--- src/rtl/ex_stage.sv ---
// Execute stage of the 16-bit encryption pipeline: single-cycle ALU plus registered EX/MEM bundle.
// Define EX_MUL_EN to build the iterative shift-add multiplier (funct4=9) and its BUSY state.
module ex_stage #(
    parameter int P = 16,
    parameter int D = 16,
    parameter int R = 4,
    parameter int F = 4
) (
    input  logic         clk_i,
    input  logic         rst_i,
    input  logic         valid_i,
    input  logic [P-1:0] next_pc_i,
    input  logic [F-1:0] funct4_i,
    input  logic [D-1:0] rs_i,
    input  logic [D-1:0] rt_i,
    input  logic [R-1:0] rd_i,
    input  logic         flush_i,
    output logic         stall_o,
    output logic         valid_o,
    output logic [D-1:0] result_o,
    output logic [R-1:0] rd_o,
    output logic         we_o,
    output logic         branch_taken_o,
    output logic [P-1:0] branch_target_o
);
    localparam int SW = $clog2(D);

    localparam logic [F-1:0] OP_ADD  = F'(0);
    localparam logic [F-1:0] OP_SUB  = F'(1);
    localparam logic [F-1:0] OP_AND  = F'(2);
    localparam logic [F-1:0] OP_OR   = F'(3);
    localparam logic [F-1:0] OP_XOR  = F'(4);
    localparam logic [F-1:0] OP_SLL  = F'(5);
    localparam logic [F-1:0] OP_SRL  = F'(6);
    localparam logic [F-1:0] OP_ROL  = F'(7);
    localparam logic [F-1:0] OP_ROR  = F'(8);
    localparam logic [F-1:0] OP_BEQZ = F'(12);

    logic [SW-1:0] sh;
    logic [SW:0]   sh_inv;
    logic [D-1:0]  alu_result;
    logic          alu_we;

    logic          valid_reg,  valid_next;
    logic          we_reg,     we_next;
    logic          bt_reg,     bt_next;
    logic [D-1:0]  result_reg, result_next;
    logic [R-1:0]  rd_reg,     rd_next;
    logic [P-1:0]  target_reg, target_next;

`ifdef EX_MUL_EN
    localparam logic [F-1:0]  OP_MUL   = F'(9);
    localparam logic [SW-1:0] CNT_LAST = SW'(D - 1);

    typedef enum logic {IDLE, BUSY} state_t;
    state_t        state_reg,  state_next;
    logic [SW-1:0] cnt_reg,    cnt_next;
    logic [D-1:0]  acc_reg,    acc_next;
    logic [D-1:0]  mcand_reg,  mcand_next;
    logic [D-1:0]  mplier_reg, mplier_next;
    logic [R-1:0]  mrd_reg,    mrd_next;
    logic [D-1:0]  acc_sum;
    logic          stall;
`endif

    // Rotates are built from two shifts; a zero amount shifts the other half fully out.
    always_comb begin
        sh         = rt_i[SW-1:0];
        sh_inv     = (SW+1)'(D) - {1'b0, sh};
        alu_result = '0;
        alu_we     = 1'b1;
        case (funct4_i)
            OP_ADD:  alu_result = rs_i + rt_i;
            OP_SUB:  alu_result = rs_i - rt_i;
            OP_AND:  alu_result = rs_i & rt_i;
            OP_OR:   alu_result = rs_i | rt_i;
            OP_XOR:  alu_result = rs_i ^ rt_i;
            OP_SLL:  alu_result = rs_i << sh;
            OP_SRL:  alu_result = rs_i >> sh;
            OP_ROL:  alu_result = (rs_i << sh) | (rs_i >> sh_inv);
            OP_ROR:  alu_result = (rs_i >> sh) | (rs_i << sh_inv);
            default: alu_we = 1'b0;
        endcase
    end

    always_comb begin
        valid_next  = 1'b0;
        we_next     = 1'b0;
        bt_next     = 1'b0;
        result_next = result_reg;
        rd_next     = rd_reg;
        target_next = target_reg;
`ifdef EX_MUL_EN
        state_next  = state_reg;
        cnt_next    = cnt_reg;
        acc_next    = acc_reg;
        mcand_next  = mcand_reg;
        mplier_next = mplier_reg;
        mrd_next    = mrd_reg;
        stall       = 1'b0;
        acc_sum     = acc_reg + (mplier_reg[cnt_reg] ? (mcand_reg << cnt_reg) : '0);
`endif
        if (flush_i) begin
`ifdef EX_MUL_EN
            state_next = IDLE;
            cnt_next   = '0;
`endif
        end else
`ifdef EX_MUL_EN
        if (state_reg == BUSY) begin
            // The last iteration lets upstream advance so the next op lands right behind the result.
            acc_next = acc_sum;
            cnt_next = cnt_reg + 1'b1;
            stall    = (cnt_reg != CNT_LAST);
            if (cnt_reg == CNT_LAST) begin
                valid_next  = 1'b1;
                we_next     = 1'b1;
                result_next = acc_sum;
                rd_next     = mrd_reg;
                state_next  = IDLE;
                cnt_next    = '0;
            end
        end else if (valid_i && funct4_i == OP_MUL) begin
            stall       = 1'b1;
            state_next  = BUSY;
            cnt_next    = '0;
            acc_next    = '0;
            mcand_next  = rs_i;
            mplier_next = rt_i;
            mrd_next    = rd_i;
        end else
`endif
        if (valid_i) begin
            valid_next  = 1'b1;
            we_next     = alu_we;
            result_next = alu_result;
            rd_next     = rd_i;
            bt_next     = (funct4_i == OP_BEQZ) && (rs_i == '0);
            target_next = next_pc_i + P'(rt_i);
        end
`ifdef EX_MUL_EN
        if (rst_i) begin
            stall = 1'b0;
        end
`endif
    end

    always_ff @(posedge clk_i) begin
        if (rst_i) begin
            valid_reg  <= 1'b0;
            we_reg     <= 1'b0;
            bt_reg     <= 1'b0;
            result_reg <= '0;
            rd_reg     <= '0;
            target_reg <= '0;
`ifdef EX_MUL_EN
            state_reg  <= IDLE;
            cnt_reg    <= '0;
            acc_reg    <= '0;
            mcand_reg  <= '0;
            mplier_reg <= '0;
            mrd_reg    <= '0;
`endif
        end else begin
            valid_reg  <= valid_next;
            we_reg     <= we_next;
            bt_reg     <= bt_next;
            result_reg <= result_next;
            rd_reg     <= rd_next;
            target_reg <= target_next;
`ifdef EX_MUL_EN
            state_reg  <= state_next;
            cnt_reg    <= cnt_next;
            acc_reg    <= acc_next;
            mcand_reg  <= mcand_next;
            mplier_reg <= mplier_next;
            mrd_reg    <= mrd_next;
`endif
        end
    end

`ifdef EX_MUL_EN
    assign stall_o = stall;
`else
    assign stall_o = 1'b0;
`endif
    assign valid_o         = valid_reg;
    assign we_o            = we_reg;
    assign branch_taken_o  = bt_reg;
    assign result_o        = result_reg;
    assign rd_o            = rd_reg;
    assign branch_target_o = target_reg;

endmodule

--- config.mk ---
export PLATFORM = sky130hd
export DESIGN_NAME = ex_stage
export DESIGN_NICKNAME = d
export VERILOG_FILES = /design/src/rtl/ex_stage.sv
export SDC_FILE = /design/constraint.sdc
export NUM_CORES = 1
export LEC_CHECK = 0
export BUFFER_PORTS_ARGS = -buffer_cell sky130_fd_sc_hd__buf_2
export CORE_MARGIN = 5
export CORE_UTILIZATION = 40
export CTS_BUF_LIST = sky130_fd_sc_hd__clkbuf_4
export DETAILED_ROUTE_END_ITERATION = 10
export GPL_TIMING_DRIVEN = 0
export PLACE_DENSITY = 0.56
export SLEW_MARGIN = 20
export SYNTH_ARGS = -nofsm -noshare
export SYNTH_HDL_FRONTEND = slang
export SYNTH_SLANG_ARGS = --single-unit
--- constraint.sdc ---
create_clock -name clk_i -period 4.6 [get_ports clk_i]
set_input_delay 0.23 -clock clk_i [delete_from_list [all_inputs] [get_ports clk_i]]
set_output_delay 0.23 -clock clk_i [all_outputs]
set_load 0.01 [all_outputs]
-- Word-level counts from Yosys, hierarchy flattened
Index checks and enable logic that the tools add are counted.
- add/subtract/negate cells: 4
- equal/unequal tests: 9
- shifts and indexed selects: 4
- mux-type cells: 3
- bitwise logic cells: 7
- reductions and logical operators: 7
- operator list (cell ; number):
    16-bit one-hot mux with 9 select lines ; 1
    16-bit OR ; 3
    16-bit adder ; 2
    16-bit AND ; 1
    4-bit by 3-bit equality test with 1-bit output (second input constant) ; 4
    16-bit logical NOT ; 1
    16-bit by 4-bit << shifter with 16-bit output ; 1
    16-bit by 5-bit << shifter with 16-bit output ; 1
    16-bit by 4-bit right shift with 16-bit output ; 1
    16-bit by 5-bit right shift with 16-bit output ; 1
    16-bit subtractor ; 1
    16-bit XOR ; 1
    9-bit OR reduction ; 1
    4-bit by 2-bit equality test with 1-bit output (second input constant) ; 2
    4-bit equality test (second input constant) ; 2
    5-bit by 4-bit subtractor with 5-bit output (first input constant) ; 1
    4-bit by 1-bit equality test with 1-bit output (second input constant) ; 1
    4-bit logical NOT ; 1
    3-bit OR reduction ; 1
    1-bit 2-to-1 mux ; 2
    1-bit inverter ; 2
    2-bit AND reduction ; 1
    2-bit OR reduction ; 1
    1-bit logical AND ; 1
- register bits: 39
- bits of input ports: 60
- logic and storage cells: 40

-- Logic depth before layout (Yosys ltp)
- word-level depth: 4
- depth in mapped cells: 17

-- Worst setup path after synthesis
OpenSTA, ideal clock, no wires.
- path kind: input -> register
- from: in rt_i[1]
- to: reg result_reg[14], in the netlist result_o[14]
- setup time: 0.122 ns
- data arrival time: 3.765 ns
- required time: 4.478 ns
- setup slack: 0.714 ns
- cell stages on the path: 17
- path through: buf_2 -> clkinv_1 -> clkbuf_1 -> ha_1 -> buf_2 -> clkinv_1 -> clkbuf_1 -> nor2_1 -> a21oi_1 -> fa_1 -> a21o_1 -> a41oi_1 -> o21ai_0 -> o31ai_1 -> o21ai_0 -> xor2_1 -> o2bb2ai_1
- cells in the longest elaborated chain, start to end: 4
- elaborated cells on any way between the ends: 10
- those cells by class: 3 x add/sub; 4 x shift; 1 x mux; 2 x bitwise
- RTL lines (item ; line ; RTL):
    start, declared ; 15 ; input logic [D-1:0] rt_i,
    5-bit by 4-bit subtractor with 5-bit output ; 69 ; sh_inv = (SW+1)'(D) - {1'b0, sh};
    16-bit by 5-bit << shifter with 16-bit output / 16-bit by 5-bit right shift with 16-bit output (equally long branches) ; 81, 80 ;
    16-bit OR (on tied branches) ; 81, 80 ;
    16-bit one-hot mux with 9 select lines (*) ; 72 ; case (funct4_i)
    end signal, assigned ; 168 ; result_reg <= result_next;
    end, declared ; 47 ; logic [D-1:0] result_reg, result_next;
Every way passes the cells marked *; elsewhere a longest branch is shown, timed or not.
A chain may end at the register's enable or synchronous reset.

-- Worst setup path in the final report
- from: in rt_i[0]
- to: reg result_reg[15], in the netlist result_o[15]
The elaborated chain is that of the path after synthesis.

==> out/results.tsv <==
metric	value	unit
ff2ff_path_depth	4	
h-tree-depth	2	
synth-compound-area-share	0.256	
worst_slack	292	ps
synth_top_family_by_area	compound AO/OA/AOI/OAI gates	
track_usage	0.309	
hold_buffers	0	
r2r_slack	2720	ps
clk_pin_slew	130	ps
synthToLayoutAreaGrowth	12.0	%
synth_xor_area_frac	0.0466	
post-route-period-util	0.936	
irDropWorstVdd	0.156	mV
cts_tree	built	
core_area	17200	µm²
viasPerCell	6.53	
drc_errors	0	
dr.pass1.iters	8	
critPathMaxFanout	16	
dieArea	20100	µm²
antenna_found_initial	0	
drive_above_1_share	0.188	
place_ws	-921	ps
fin_util	0.452	
worst_pin_slew	1150	ps
synthFlopType	dfxtp_1	
cp_slowest_cell	nor4_1	
hpwlAfterDp	25500	µm
rsz0062_at_grt	no	
grt_pass1_wl	47200	µm
worstPathRequired	4910	ps
antenna_cells	0	
yosysWarnings	0	
cts_buffers	5	
num-nets-final	1134	
finalWirelength	31900	µm
ctsRootBufferMaster	clkbuf_4	
cp.buffers_inverters	6	
crit_start	rt_i[0]	
die_x	142	µm
syn_avg_cell_area	7.65	µm²
power	1460	µW
synthMuxAreaShare	0.192	
synth_area	6930	µm²
ys_ff_latch	39	
grt_max_degree	21	
power_density	187	nW/µm²
netlist_instances	906	
drv_cap	0	
fin_skew	0	ps
finalHoldViolCount	0	
crit_family	buffers and inverters	
cts_setup_buffers	0	
reg2reg_from	result_o[8]	
wire_per_inst	25.9	µm
crit_arrival	4620	ps
slew_violations	0	
worstHoldPathType	primary input to register	
ioPinCount	100	
crit_path_end_kind	register	
insertion_delay	370	ps
setup_violations	0	
crit_end	result_o[15]	
max_freq	232	MHz
clk_path_buf_depth	2	
yosysUniqueCellTypes	79	
startpoint_type	primary input	
rows	48	
synthArstFlopShare	0	
synth-simple-area-share	0.198	
relSlewSlack	0.228	
synth_edf_count	0	
leakage	0.00328	µW
status	complete, no violations	
port-buffer-count	96	
grt_pass1_vias	7303	
synth-seq-area-share	0.113	
synthAdderAreaFrac	0.121	
crit_chain	buf_2 -> buf_4 -> buf_4 -> inv_2 -> ha_1 -> buf_2 -> clkinvlp_4 -> nor2_1 -> a21oi_1 -> ha_1 -> nor2b_1 -> o31a_1 -> nor4_1 -> o21a_1 -> a311oi_1 -> a311o_1 -> a31oi_1	
cts.sinks	39	
criticalPathCategory	primary input to register	
syn_nets	1032	
grt-ovfl-total	0	
cp.depth	17	
die_h	142	µm
ant_nets	0	
fin_crit	4310	ps
slowest_delay	620	ps
drtIter0Drc	1241	
regToRegEndpoint	result_o[8]	
place.gp.congestion	1.03	
hold_slack	74.0	ps
num_vias	8055	
start_util	0.403	
## worst reg2reg max path, delay by kind of cell (launching register included)
family	cells	cell delay, ps
flops	1	390
compound gates	4	1380
## flip-flops by register name, summed over array words and instances, names as in the netlist
| name | count |
|---|---|
| valid_o | 1 |
| rd_o | 4 |
| branch_taken_o | 1 |
| result_o | 16 |
| branch_target_o | 16 |
| we_o | 1 |
## timing repair
action,4_1_cts,5_1_grt
setup endpoints to repair,10,8
gates resized for setup,2,1
gates cloned,0,0
## cell families after synthesis
| group | count (synthesis) |
|---|---|
| other | 1 |
| AND/OR/NAND/NOR | 290 |
| AO/OA/AOI/OAI | 267 |
| XOR/XNOR | 36 |
| adder cells (fa/ha/maj) | 66 |
| buffers and inverters | 122 |
| flip-flops | 39 |
| multiplexers | 85 |
## stage by stage
| stage | instance area, µm² | instances | setup TNS (ps) |
|---|---|---|---|
| 3_5_place_dp | 7700 | 1228 | -7240 |
| 5_1_grt | 7760 | 1234 | 0 |
| 2_1_floorplan | 6930 | 906 | 0 |
| 3_3_place_gp | 7690 | 1227 | -7320 |
| 6_report | 7760 | 1234 | 0 |
| 4_1_cts | 7760 | 1235 | 0 |
## cells in the final DEF, fill, tap and decap left out, types with 7 or more instances in the layout
master      n
ha_1       64
o21a_1     11
buf_2     113
a22oi_1     8
nor2b_1    14
clkbuf_1   47
inv_1      44
a21oi_1    66
dfxtp_1    39
o211ai_1   10
a31oi_1    12
nor3_1     29
and3_1      8
nor2_1     86
o31ai_1     9
xnor2_1    25
mux2_2     10
nand2b_1    7
a21o_1     11
nor4_1      9
mux4_2     35
nand2_1    85
nand3_1    17
xor2_1     10
o21ai_0    49
mux2i_1    38
a211oi_1   18
## cell usage after synthesis, types with 7 or more instances
cell type | n | share of area
a21o_1 | 11 | 0.012
o211ai_1 | 10 | 0.011
mux4_2 | 35 | 0.11
mux2i_1 | 38 | 0.055
nand3_1 | 17 | 0.012
xor2_1 | 10 | 0.013
nor2_1 | 86 | 0.047
a211oi_1 | 18 | 0.019
nor2b_1 | 14 | 0.013
inv_1 | 44 | 0.024
a22oi_1 | 8 | 0.0087
a31oi_1 | 12 | 0.011
buf_2 | 16 | 0.012
nor4_1 | 9 | 0.0081
dfxtp_1 | 39 | 0.11
nand2_1 | 85 | 0.046
xnor2_1 | 25 | 0.032
o21a_1 | 11 | 0.012
a21oi_1 | 66 | 0.048
clkbuf_1 | 49 | 0.027
nor3_1 | 29 | 0.021
and3_1 | 8 | 0.0072
o31ai_1 | 10 | 0.011
nand2b_1 | 7 | 0.0063
ha_1 | 64 | 0.12
o21ai_0 | 49 | 0.035
mux2_2 | 10 | 0.016
## area by class of cell
| cell class | instances | area (µm²) |
|---|---|---|
| fillers | 1848 | 9410 |
| plain buffers | 71 | 313 |
| well taps | 225 | 282 |
| flip-flops and latches | 39 | 781 |
| multi-input cells | 745 | 5660 |
| inverters | 49 | 189 |
| clock buffers | 5 | 37.5 |
| repair buffers | 97 | 485 |
| clock inverters | 3 | 20.0 |
## layer usage
| metal | global-route usage | wire (µm) |
|---|---|---|
| met1 | 0.459 | 13800 |
| met2 | 0.451 | 13200 |
| met3 | 0.0768 | 3870 |
| met4 | 0.0687 | 1060 |
| met5 | 0 | 0 |
## report_power, final
group	switching, µW	total, µW	internal [µW]	leakage [µW]
logic	561	889	328	0.00293
registers	9.04	364	355	0.000318
clock network	143	202	58.4	0.0000272
## worst min-delay path by stage
stage          cells after the start      endpoint  slack, ps          from
5_1_grt                            3       rd_o[1]         70       rd_i[1]
6_report                           3       rd_o[0]         70       rd_i[0]
3_5_place_dp                       2   result_o[5]        440   result_o[5]
4_1_cts                            3       rd_o[0]         60       rd_i[0]
2_1_floorplan                      2       rd_o[0]        370       rd_i[0]
3_3_place_gp                       2  result_o[12]        430  result_o[12]
(Power assumes the default switching activity.)
